==> src/rtl/mem_arbiter.sv <==
// mem_arbiter: arbitrates an instruction-fetch read port and a data
// load/store port onto one single-ported synchronous memory.
// Ties are broken round-robin. Each access runs IDLE -> ACCESS ->
// (WAIT x READ_LAT, loads only) -> RESP -> IDLE. Every output is registered.
//
// Ports
//   clk, rst_b                     clock, async active-low reset
//   i_req, i_addr                  fetch request / address (held until i_gnt)
//   i_gnt, i_valid, i_rdata        fetch grant pulse, data-valid pulse, word
//   d_req, d_we, d_addr, d_wdata   data request, 1=store, address, store data
//   d_gnt, d_valid, d_rdata        data grant pulse, done/valid pulse, load word
//   mem_read, mem_write            memory strobes (ACCESS cycle only)
//   mem_addr, mem_din, mem_dout    memory address, write data, read data
//   busy                           high whenever the FSM is not in IDLE
module mem_arbiter #(
   parameter int unsigned AW       = 9,
   parameter int unsigned DW       = 16,
   parameter int unsigned READ_LAT = 1
) (
   input  logic          clk,
   input  logic          rst_b,
   input  logic          i_req,
   input  logic [AW-1:0] i_addr,
   output logic          i_gnt,
   output logic          i_valid,
   output logic [DW-1:0] i_rdata,
   input  logic          d_req,
   input  logic          d_we,
   input  logic [AW-1:0] d_addr,
   input  logic [DW-1:0] d_wdata,
   output logic          d_gnt,
   output logic          d_valid,
   output logic [DW-1:0] d_rdata,
   output logic          mem_read,
   output logic          mem_write,
   output logic [AW-1:0] mem_addr,
   output logic [DW-1:0] mem_din,
   input  logic [DW-1:0] mem_dout,
   output logic          busy
);

   localparam int unsigned CW = 2;

   typedef enum logic [1:0] {IDLE, ACCESS, WAIT, RESP} state_t;

   state_t        state_q, state_d;
   logic [CW-1:0] cnt_q, cnt_d;
   logic          port_q, port_d;   // port being served: 1 = data, 0 = fetch
   logic          we_q, we_d;
   logic          last_q, last_d;   // last served port: 1 = data, 0 = fetch

   logic          i_gnt_d, i_valid_d, d_gnt_d, d_valid_d;
   logic          mem_read_d, mem_write_d, busy_d;
   logic [AW-1:0] mem_addr_d;
   logic [DW-1:0] mem_din_d, i_rdata_d, d_rdata_d;
   logic          pick_d, pick_i;

   // State and output registers
   always_ff @(posedge clk or negedge rst_b) begin
      if (!rst_b) begin
         state_q   <= IDLE;
         cnt_q     <= '0;
         port_q    <= 1'b0;
         we_q      <= 1'b0;
         last_q    <= 1'b0;
         i_gnt     <= 1'b0;
         i_valid   <= 1'b0;
         i_rdata   <= '0;
         d_gnt     <= 1'b0;
         d_valid   <= 1'b0;
         d_rdata   <= '0;
         mem_read  <= 1'b0;
         mem_write <= 1'b0;
         mem_addr  <= '0;
         mem_din   <= '0;
         busy      <= 1'b0;
      end else begin
         state_q   <= state_d;
         cnt_q     <= cnt_d;
         port_q    <= port_d;
         we_q      <= we_d;
         last_q    <= last_d;
         i_gnt     <= i_gnt_d;
         i_valid   <= i_valid_d;
         i_rdata   <= i_rdata_d;
         d_gnt     <= d_gnt_d;
         d_valid   <= d_valid_d;
         d_rdata   <= d_rdata_d;
         mem_read  <= mem_read_d;
         mem_write <= mem_write_d;
         mem_addr  <= mem_addr_d;
         mem_din   <= mem_din_d;
         busy      <= busy_d;
      end
   end

   // Round-robin pick: data wins a tie unless it was served last
   assign pick_d = d_req && (!i_req || !last_q);
   assign pick_i = i_req && !pick_d;

   // Next-state and next-output logic
   always_comb begin
      state_d     = state_q;
      cnt_d       = cnt_q;
      port_d      = port_q;
      we_d        = we_q;
      last_d      = last_q;
      i_gnt_d     = 1'b0;
      i_valid_d   = 1'b0;
      d_gnt_d     = 1'b0;
      d_valid_d   = 1'b0;
      mem_read_d  = 1'b0;
      mem_write_d = 1'b0;
      mem_addr_d  = mem_addr;
      mem_din_d   = mem_din;
      i_rdata_d   = i_rdata;
      d_rdata_d   = d_rdata;

      unique case (state_q)
         IDLE: begin
            if (pick_d) begin
               state_d     = ACCESS;
               port_d      = 1'b1;
               we_d        = d_we;
               last_d      = 1'b1;
               d_gnt_d     = 1'b1;
               mem_addr_d  = d_addr;
               mem_write_d = d_we;
               mem_read_d  = !d_we;
               if (d_we) mem_din_d = d_wdata;
            end else if (pick_i) begin
               state_d    = ACCESS;
               port_d     = 1'b0;
               we_d       = 1'b0;
               last_d     = 1'b0;
               i_gnt_d    = 1'b1;
               mem_addr_d = i_addr;
               mem_read_d = 1'b1;
            end
         end
         ACCESS: begin
            if (we_q) begin
               state_d   = RESP;
               d_valid_d = 1'b1;
            end else begin
               state_d = WAIT;
               cnt_d   = CW'(READ_LAT - 1);
            end
         end
         WAIT: begin
            // mem_dout is valid in the last WAIT cycle; capture it on exit
            if (cnt_q == '0) begin
               state_d = RESP;
               if (port_q) begin
                  d_valid_d = 1'b1;
                  d_rdata_d = mem_dout;
               end else begin
                  i_valid_d = 1'b1;
                  i_rdata_d = mem_dout;
               end
            end else begin
               cnt_d = cnt_q - CW'(1);
            end
         end
         RESP: state_d = IDLE;
         default: state_d = IDLE;
      endcase

      busy_d = (state_d != IDLE);
   end

endmodule

==> config.mk <==
export PLATFORM = sky130hd
export DESIGN_NAME = mem_arbiter
export DESIGN_NICKNAME = d
export VERILOG_FILES = /design/src/rtl/mem_arbiter.sv
export SDC_FILE = /design/constraint.sdc
export NUM_CORES = 1
export LEC_CHECK = 0
export CAP_MARGIN = 20
export CORE_MARGIN = 3
export CORE_UTILIZATION = 38
export CTS_CLUSTER_SIZE = 8
export DETAILED_ROUTE_END_ITERATION = 10
export HOLD_SLACK_MARGIN = 0.15
export MAX_ROUTING_LAYER = met4
export PLACE_DENSITY = 0.76
export SLEW_MARGIN = 20
export SYNTH_ARGS = -nofsm -noshare
export SYNTH_HDL_FRONTEND = slang
export SYNTH_SLANG_ARGS = --single-unit
==> constraint.sdc <==
create_clock -name clk -period 1.5 [get_ports clk]
set_input_delay 0.45 -clock clk [delete_from_list [all_inputs] [get_ports clk]]
set_output_delay 0.45 -clock clk [all_outputs]
set_load 0.01 [all_outputs]
======== Word level (Yosys, flattened, before mapping) ========
Index checks and enable logic that the tools add are counted.
storage, ports and cells
  register bits ........................... 70
  input port bits ......................... 55
  output and inout port bits .............. 64
  word-level logic and storage cells ...... 68
operators by class
  $add $sub $neg .......................... 1
  equal/unequal tests ..................... 5
  mux-type cells .......................... 29
  bitwise operators ....................... 1
  reductions and logical operators ........ 17
operators with widths
  kind                 number
  $mux 1               19
  $mux 9               2
  $reduce_and 3->1     4
  $mux 2               5
  $pmux 2 s4           1
  $reduce_bool 2->1    3
  $eq 2x2->1 const B   2
  $logic_not 1->1      4
  $logic_not 2->1      2
  $ne 2x2->1 const B   2
  $pmux 2 s2           1
  $eq 2x1->1 const B   1
  $logic_and 1x1->1    2
  $pmux 1 s2           1
  $reduce_and 2->1     1
  $sub 2x1->2 const B  1
  $logic_or 1x1->1     1
  $not 1->1            1

======== Logic depth before layout (Yosys ltp) ========
Gate-level depths: netlist (run 1).
  depth after elaboration ................. 9
  gate-level depth with buffers ........... 7
  depth with buffers taken out ............ 5

======== Worst setup path after synthesis (run 1) ========
No wires, ideal clock.
  path kind ............................... register to register
  from .................................... register state_q[0]
  to ...................................... register busy
  library setup time ...................... 0.127 ns
  arrival ................................. 1.404 ns
  required time ........................... 1.373 ns
  path slack .............................. -0.032 ns
  cell stages (with the launch flop) ...... 7
  path buffers ............................ 1
  period minus slack after synthesis ...... 1.532 ns
  path through ............................ dfrtp_1 -> inv_1 -> ha_1 -> buf_2 -> a22oi_1 -> o211ai_1 -> or2_2
on the way
  word-level cells in the longest chain between the ends .. 4
  elaborated cells on any way between the ends .. 9
RTL lines
  what                    line  text
  from (decl)             46    state_t state_q, state_d;
  from (signal assigned)  78    state_q <= state_d;
  $mux 2                  131   end else if (pick_i) begin
  $mux 2                  121   if (pick_d) begin
  $pmux 2 s4 *            119   unique case (state_q)
  via state_d[0]          46
  $reduce_bool 2->1 *     169   busy_d = (state_d != IDLE);
  via busy_d              53    logic mem_read_d, mem_write_d, busy_d;
  to (signal assigned)    93    busy <= busy_d;
  to (decl)               39    output logic busy
The timed path passes the listed nets; every way through them passes the cells marked *.
A chain may end at the register's enable or synchronous reset.

======== Worst setup path after layout (run 1) ========
  from .................................... register mem_addr[4]
  to ...................................... output mem_addr[4]
RTL lines
  what                    line  text
  from (decl)             36    output logic [AW-1:0] mem_addr,
  from (signal assigned)  91    mem_addr <= mem_addr_d;
No word-level cell between the ends.

==> results of run 1 <==
through the flow:
stage / util (%) / setup slack [ps] / cells
2_1_floorplan: - / 7.46 / 198
3_3_place_gp: 59.7 / -351 / 415
3_5_place_dp: 59.7 / -402 / 415
4_1_cts: 61.7 / -21.9 / 432
5_1_grt: 63.1 / 0.0935 / 436
6_report: 63.1 / 40.5 / 436
registers in the layout (all words and copies together) (netlist names), 2 cells and up:
| register | flops |
|---|---|
| cnt_q | 2 |
| i_rdata | 16 |
| state_q | 2 |
| d_rdata | 16 |
| mem_addr | 9 |
| mem_din | 16 |
cell usage in the layout (no fill, tap or decap), types with 2 or more instances in the layout:
master           instances
clkinv_2                 2
dfrtp_1                 70
buf_4                   11
clkbuf_16                2
o21ai_0                  2
clkbuf_8                10
ha_4                     2
buf_12                   4
clkdlybuf4s50_1         51
inv_1                    4
mux2_4                   8
inv_2                    2
clkdlybuf4s15_1          3
mux2_2                  40
nand2_1                 13
o21a_1                   2
dlygate4sd2_1           62
nor2_1                   9
a21oi_1                 20
area by class of cell:
cell class | count | area [um2]
flip-flops and latches | 70 | 1750
well taps | 96 | 120
clock buffers | 11 | 141
repair buffers | 136 | 1320
fillers | 609 | 2570
clock inverters | 4 | 47.5
inverters | 6 | 22.5
multi-input cells | 113 | 1000
cell families (layout without fill, tap and decap cells):
family                   Yosys count  count (layout)
AO/OA/AOI/OAI                     32              32
buffers and inverters             15             157
AND/OR/NAND/NOR                   29              29
flip-flops                        70              70
adder cells (fa/ha/maj)            4               4
multiplexers                      48              48
layer usage:
metal | wire length, um | track usage (%) | up-vias
met1 | 2750 | 19.2 | 958
met3 | 482 | 4.51 | 7
met2 | 3020 | 24.8 | 83
met4 | 57 | 5.07 | 0
met5 | 0 | - | -
li1 | - | - | 969
repair_timing:
| item | in CTS | in global routing |
|---|---|---|
| gates cloned | 0 | 2 |
| setup buffers | 1 | 2 |
| endpoints found under the setup margin | 100 | 61 |
| pin swaps | 1 | 1 |
| gates resized for setup | 65 | 12 |
| endpoints found under the hold margin | 70 | 0 |
| hold buffers | 1 | 0 |
worst max path at each step:
stage,endpoint,slack [ps]
final,mem_addr[4],40
after global routing,mem_addr[5],0.09
after CTS,mem_din[9],-20
after detailed placement,mem_din[9],-400
after global placement,mem_din[2],-350
after floorplan,d_rdata[10],7
power breakdown:
group | switching (mW) | internal [mW] | total [mW]
Clock | 0.657 | 0.799 | 1.46
Sequential | 0.419 | 2.81 | 3.23
Combinational | 1.70 | 2.20 | 3.89
Total | 2.77 | 5.81 | 8.58
==> results.json, run 1 <==
{
  "setup_viol": 0,
  "cp_data_required_time_ps": 1050,
  "rr_endpoint": "mem_din[15]",
  "hold-worst-slack_ps": 497,
  "io_pins": 119,
  "cp.arrival_ps": 1010,
  "synthCells": 198,
  "gp_congestion": 0.685,
  "fmax_mhz": 685,
  "finalCriticalPeriod_ps": 1460,
  "clock_path_buffers": 2,
  "crit_fanout": 2,
  "synth_xor_area_share_pct": 0,
  "antennaDiodeCount": 0,
  "drive_gt1_share_pct": 27.1,
  "hold_class": "flop to flop",
  "slew_violations": 0,
  "drt_wl_total_mm": 6.31,
  "worst-r2r-setup-slack_ps": 80,
  "fin_nets": 395,
  "synth_warnings": 0,
  "stdcell_area_mm2": 0.00441,
  "synth_commonest_cells": "dfrtp_1 (70), mux2_2 (40), a21oi_1 (20), nand2_1 (13), nor2_1 (9)",
  "total_power_mw": 8.58,
  "tritoncts": "done",
  "antenna_left": 0,
  "post_synth.cell_area_avg_um2": 14.1,
  "fin_crit_sh_pct": 97.3,
  "synth-async-reset-ratio_pct": 100,
  "synth_area_leaders": "dfrtp_1 (63%), mux2_2 (16%), mux2_4 (4.3%), a21oi_1 (3.6%), ha_1 (1.8%)",
  "hpwlAfterDp_mm": 4.52,
  "cellPowerDensity_mw_per_mm2": 1950,
  "synth_fa_ha_area_share_pct": 1.79,
  "yosys.area_share.simple_pct": 5.50,
  "ys_types": 28,
  "synth_nets": 257,
  "grt.total_usage_pct": 15.6,
  "clk_pin_slew_ps": 80,
  "routedWlPerCell_um": 14.5,
  "cpPeakStageDelay_ps": 390,
  "critPathLaunch": "mem_addr[4]",
  "vias": 2017,
  "critPathTopFamily": "flip-flops",
  "grt_pass1_vias": 2085,
  "r2r_start": "state_q[0]",
  "cts_buffers": 9,
  "finClkSkew_ps": 11.7,
  "r2r_cells": 5,
  "grt_max_degree": 54,
  "outcome": "finished clean",
  "viasPerCell": 4.63,
  "cts_max_level": 3,
  "drt_pass1_iterations": 4,
  "rows": 30,
  "slew_headroom_pct": 77.7,
  "peakVddDrop_mv": 0.807,
  "tightest_slew_ps": 335,
  "die_width_um": 91.8,
  "cts_root_buffer": "clkbuf_8",
  "synth-seq-cells": 70,
  "synth-edff-count": 0,
  "core-area_mm2": 0.00698,
  "yosys_most_used_dff": "dfrtp_1",
  "setup_tns_ps": 0,
  "globalRoute.totalOverflow": 0,
  "whs_path_depth": 1,
  "synth.most_common_cell": "dfrtp_1",
  "startpoint_type": "flop",
  "crit_buf_inv": 1,
  "synth-compound-area-share_pct": 6.93,
  "synth_top_family_by_area": "multiplexers",
  "whs_endpoint": "d_rdata[1]",
  "synth.mux.area_fraction_pct": 20.4,
  "slowest_stage": "dfrtp_1",
  "criticalPathCategory": "flop to primary output",
  "syn2layout_area_growth_pct": 57.6,
  "hold_path_startpoint": "d_rdata[1]",
  "dpl_cell_area_mm2": 0.00417,
  "die_h_um": 91.8,
  "timing.max_cap.violations": 0,
  "drt_iter0_drc": 52,
  "worstPathCellList": "dlygate4sd2_1",
  "grt_pass1_wl_mm": 10.2,
  "antenna_found_initial": 0,
  "drcViolationCount": 0,
  "clock_latency_ps": 330,
  "finalHoldViolCount": 0,
  "grt_setup_unrepaired": "no",
  "end_kind": "primary output",
  "power_leakage_nw": 2.08,
  "ys_seq_area_share_pct": 62.6,
  "die_area_mm2": 0.00843,
  "yosysTopAreaCellShare_pct": 62.6,
  "yosysTopAreaCell": "dfrtp_1",
  "cts.sink_count": 70,
  "syn_area_mm2": 0.00280,
  "io_buffers": 118,
  "cp.depth": 1,
  "start_util_pct": 40.1
}
Power figures use the tool's default switching activity.
==> run 2: changes to the inputs <==
--- a/config.mk
+++ b/config.mk
@@ -7,12 +7,13 @@
 export LEC_CHECK = 0
 export CAP_MARGIN = 20
 export CORE_MARGIN = 3
-export CORE_UTILIZATION = 38
+export CORE_UTILIZATION = 39
+export CTS_BUF_LIST = sky130_fd_sc_hd__clkbuf_8
 export CTS_CLUSTER_SIZE = 8
 export DETAILED_ROUTE_END_ITERATION = 10
 export HOLD_SLACK_MARGIN = 0.15
 export MAX_ROUTING_LAYER = met4
-export PLACE_DENSITY = 0.76
+export PLACE_DENSITY = 0.77
 export SLEW_MARGIN = 20
 export SYNTH_ARGS = -nofsm -noshare
 export SYNTH_HDL_FRONTEND = slang
==> run 2 against run 1 <==
Compared with the run above: hold slack gained 1.9 ps; sequential share of layout area up 0.18 points; cell count rose by 0.23%; global-route usage is 0.25 points lower; worst setup slack got worse by 11 ps; critical path type unchanged; critical endpoint unchanged.
==> results.json, run 2 (synthesized netlist as in run 1, its figures left out) <==
{
  "outcome": "finished clean",
  "final_common_cell": "dfrtp_1",
  "r2r_cells": 5,
  "io_pins": 119,
  "syn2layout_area_growth_pct": 56.8,
  "clock_latency_ps": 340,
  "core-area_mm2": 0.00687,
  "r2r_start": "state_q[0]",
  "end_kind": "primary output",
  "hold_path_startpoint": "d_rdata[0]",
  "critPathTopFamily": "flip-flops",
  "finalHoldViolCount": 0,
  "cp.arrival_ps": 1020,
  "grt.total_usage_pct": 15.3,
  "antenna_left": 0,
  "whs_path_depth": 1,
  "slew_violations": 0,
  "worstPathCellList": "dlygate4sd2_1",
  "clk_pin_slew_ps": 80,
  "cts_buffers": 9,
  "cts_root_buffer": "clkbuf_8",
  "setup_tns_ps": 0,
  "drcViolationCount": 0,
  "hold_class": "flop to flop",
  "fin_nets": 395,
  "globalRoute.totalOverflow": 0,
  "die_area_mm2": 0.00823,
  "die_h_um": 90.7,
  "start_util_pct": 40.7,
  "fmax_mhz": 680,
  "power_leakage_nw": 2.07,
  "slew_headroom_pct": 75.6,
  "drt_wl_total_mm": 6.11,
  "grt_setup_unrepaired": "yes",
  "total_power_mw": 8.73,
  "whs_endpoint": "d_rdata[0]",
  "slowest_stage": "dfrtp_1",
  "grt_pass1_vias": 2126,
  "drt_iter0_drc": 63,
  "finalCriticalPeriod_ps": 1470,
  "cellPowerDensity_mw_per_mm2": 1990,
  "hpwlAfterDp_mm": 4.37,
  "routedWlPerCell_um": 14.0,
  "timing.max_cap.violations": 0,
  "cpPeakStageDelay_ps": 390,
  "antennaDiodeCount": 0,
  "crit_buf_inv": 1,
  "clock_path_buffers": 2,
  "final_cell_mix": "dfrtp_1 (70), dlygate4sd2_1 (58), clkdlybuf4s50_1 (51)",
  "gp_congestion": 0.733,
  "grt_max_degree": 71,
  "die_width_um": 90.7,
  "cts.sink_count": 70,
  "cts_max_level": 3,
  "tightest_slew_ps": 366,
  "rows": 30,
  "finClkSkew_ps": 12.7,
  "startpoint_type": "flop",
  "tritoncts": "done",
  "setup_viol": 0,
  "cp_data_required_time_ps": 1050,
  "drive_gt1_share_pct": 26.7,
  "vias": 2053,
  "peakVddDrop_mv": 0.865,
  "dpl_cell_area_mm2": 0.00417,
  "drt_pass1_iterations": 4,
  "antenna_found_initial": 0,
  "criticalPathCategory": "flop to primary output",
  "rr_endpoint": "busy",
  "reg.largest.list": "d_rdata x16, i_rdata x16, mem_din x16",
  "worst-r2r-setup-slack_ps": 40,
  "viasPerCell": 4.70,
  "grt_pass1_wl_mm": 9.74,
  "fin_crit_sh_pct": 98.1,
  "io_buffers": 118,
  "stdcell_area_mm2": 0.00439,
  "crit_fanout": 2
}
run 2: changes by cell type in the layout (fill, tap and decap cells not counted), sizes merged:
| cell | before | now |
|---|---|---|
| bufinv | 1 | 2 |
| clkinvlp | 1 | 2 |
| inv | 6 | 7 |
| clkbuf | 13 | 9 |
| buf | 16 | 18 |
| dlygate4sd2 | 62 | 58 |
| clkdlybuf4s15 | 3 | 7 |
run 2: layout make-up:
cell class / instances / area, um2
Clock buffer: 9 / 124
Clock inverter: 7 / 97.6
Multi-Input combinational cell: 113 / 978
Tap cell: 96 / 120
Fill cell: 581 / 2480
Sequential cell: 70 / 1750
Inverter: 6 / 22.5
Timing Repair Buffer: 136 / 1290
run 2: metrics by stage:
stage	worst slack, ps	std cells	hold WS, ps	utilization, %
floorplan	7.46	198	154	-
global placement	-384	415	487	60.7
detailed placement	-427	415	491	60.7
CTS	7.43	435	505	63.5
global route	-33.8	437	511	63.9
finish	29.1	437	499	63.9
run 2: worst max path at each step:
stage                            from          end  slack [ps]  cells past startpoint
after CTS                       i_req  mem_din[14]           7                      5
final                     mem_addr[4]  mem_addr[4]          30                      1
after global placement          d_req  mem_din[11]        -380                      5
after global routing       state_q[0]  mem_addr[5]         -30                      6
after detailed placement        d_req   mem_din[9]        -430                      5
after floorplan            state_q[0]  d_rdata[10]           7                      6
run 2: repair_timing:
| item | in CTS | in global routing |
|---|---|---|
| hold buffers | 1 | 0 |
| setup buffers | 3 | 2 |
| setup endpoints to repair | 120 | 39 |
| hold endpoints to repair | 70 | 0 |
| gates resized for setup | 69 | 6 |
| pin swaps | 1 | 1 |
run 2: power breakdown:
group / leakage, nW / internal (mW) / total (mW) / switching (mW)
registers: 0.831 / 2.81 / 3.23 / 0.418
clock network: 0.106 / 0.941 / 1.67 / 0.729
logic: 1.14 / 2.17 / 3.83 / 1.66
total: 2.07 / 5.92 / 8.73 / 2.81
run 2: metal layers:
layer | up-vias | wire length [um] | track usage, %
met4 | 0 | 142 | 7.40
met5 | - | 0 | -
met1 | 991 | 2520 | 17.2
li1 | 964 | - | -
met3 | 13 | 445 | 4.25
met2 | 85 | 3010 | 25.3
==> run 3: changes to the inputs <==
--- a/config.mk
+++ b/config.mk
@@ -14,7 +14,6 @@
 export HOLD_SLACK_MARGIN = 0.15
 export MAX_ROUTING_LAYER = met4
 export PLACE_DENSITY = 0.77
-export SLEW_MARGIN = 20
 export SYNTH_ARGS = -nofsm -noshare
 export SYNTH_HDL_FRONTEND = slang
 export SYNTH_SLANG_ARGS = --single-unit
==> results of run 3 <==
Same layout as run 2: the final DEF is identical, and so are final timing and power.
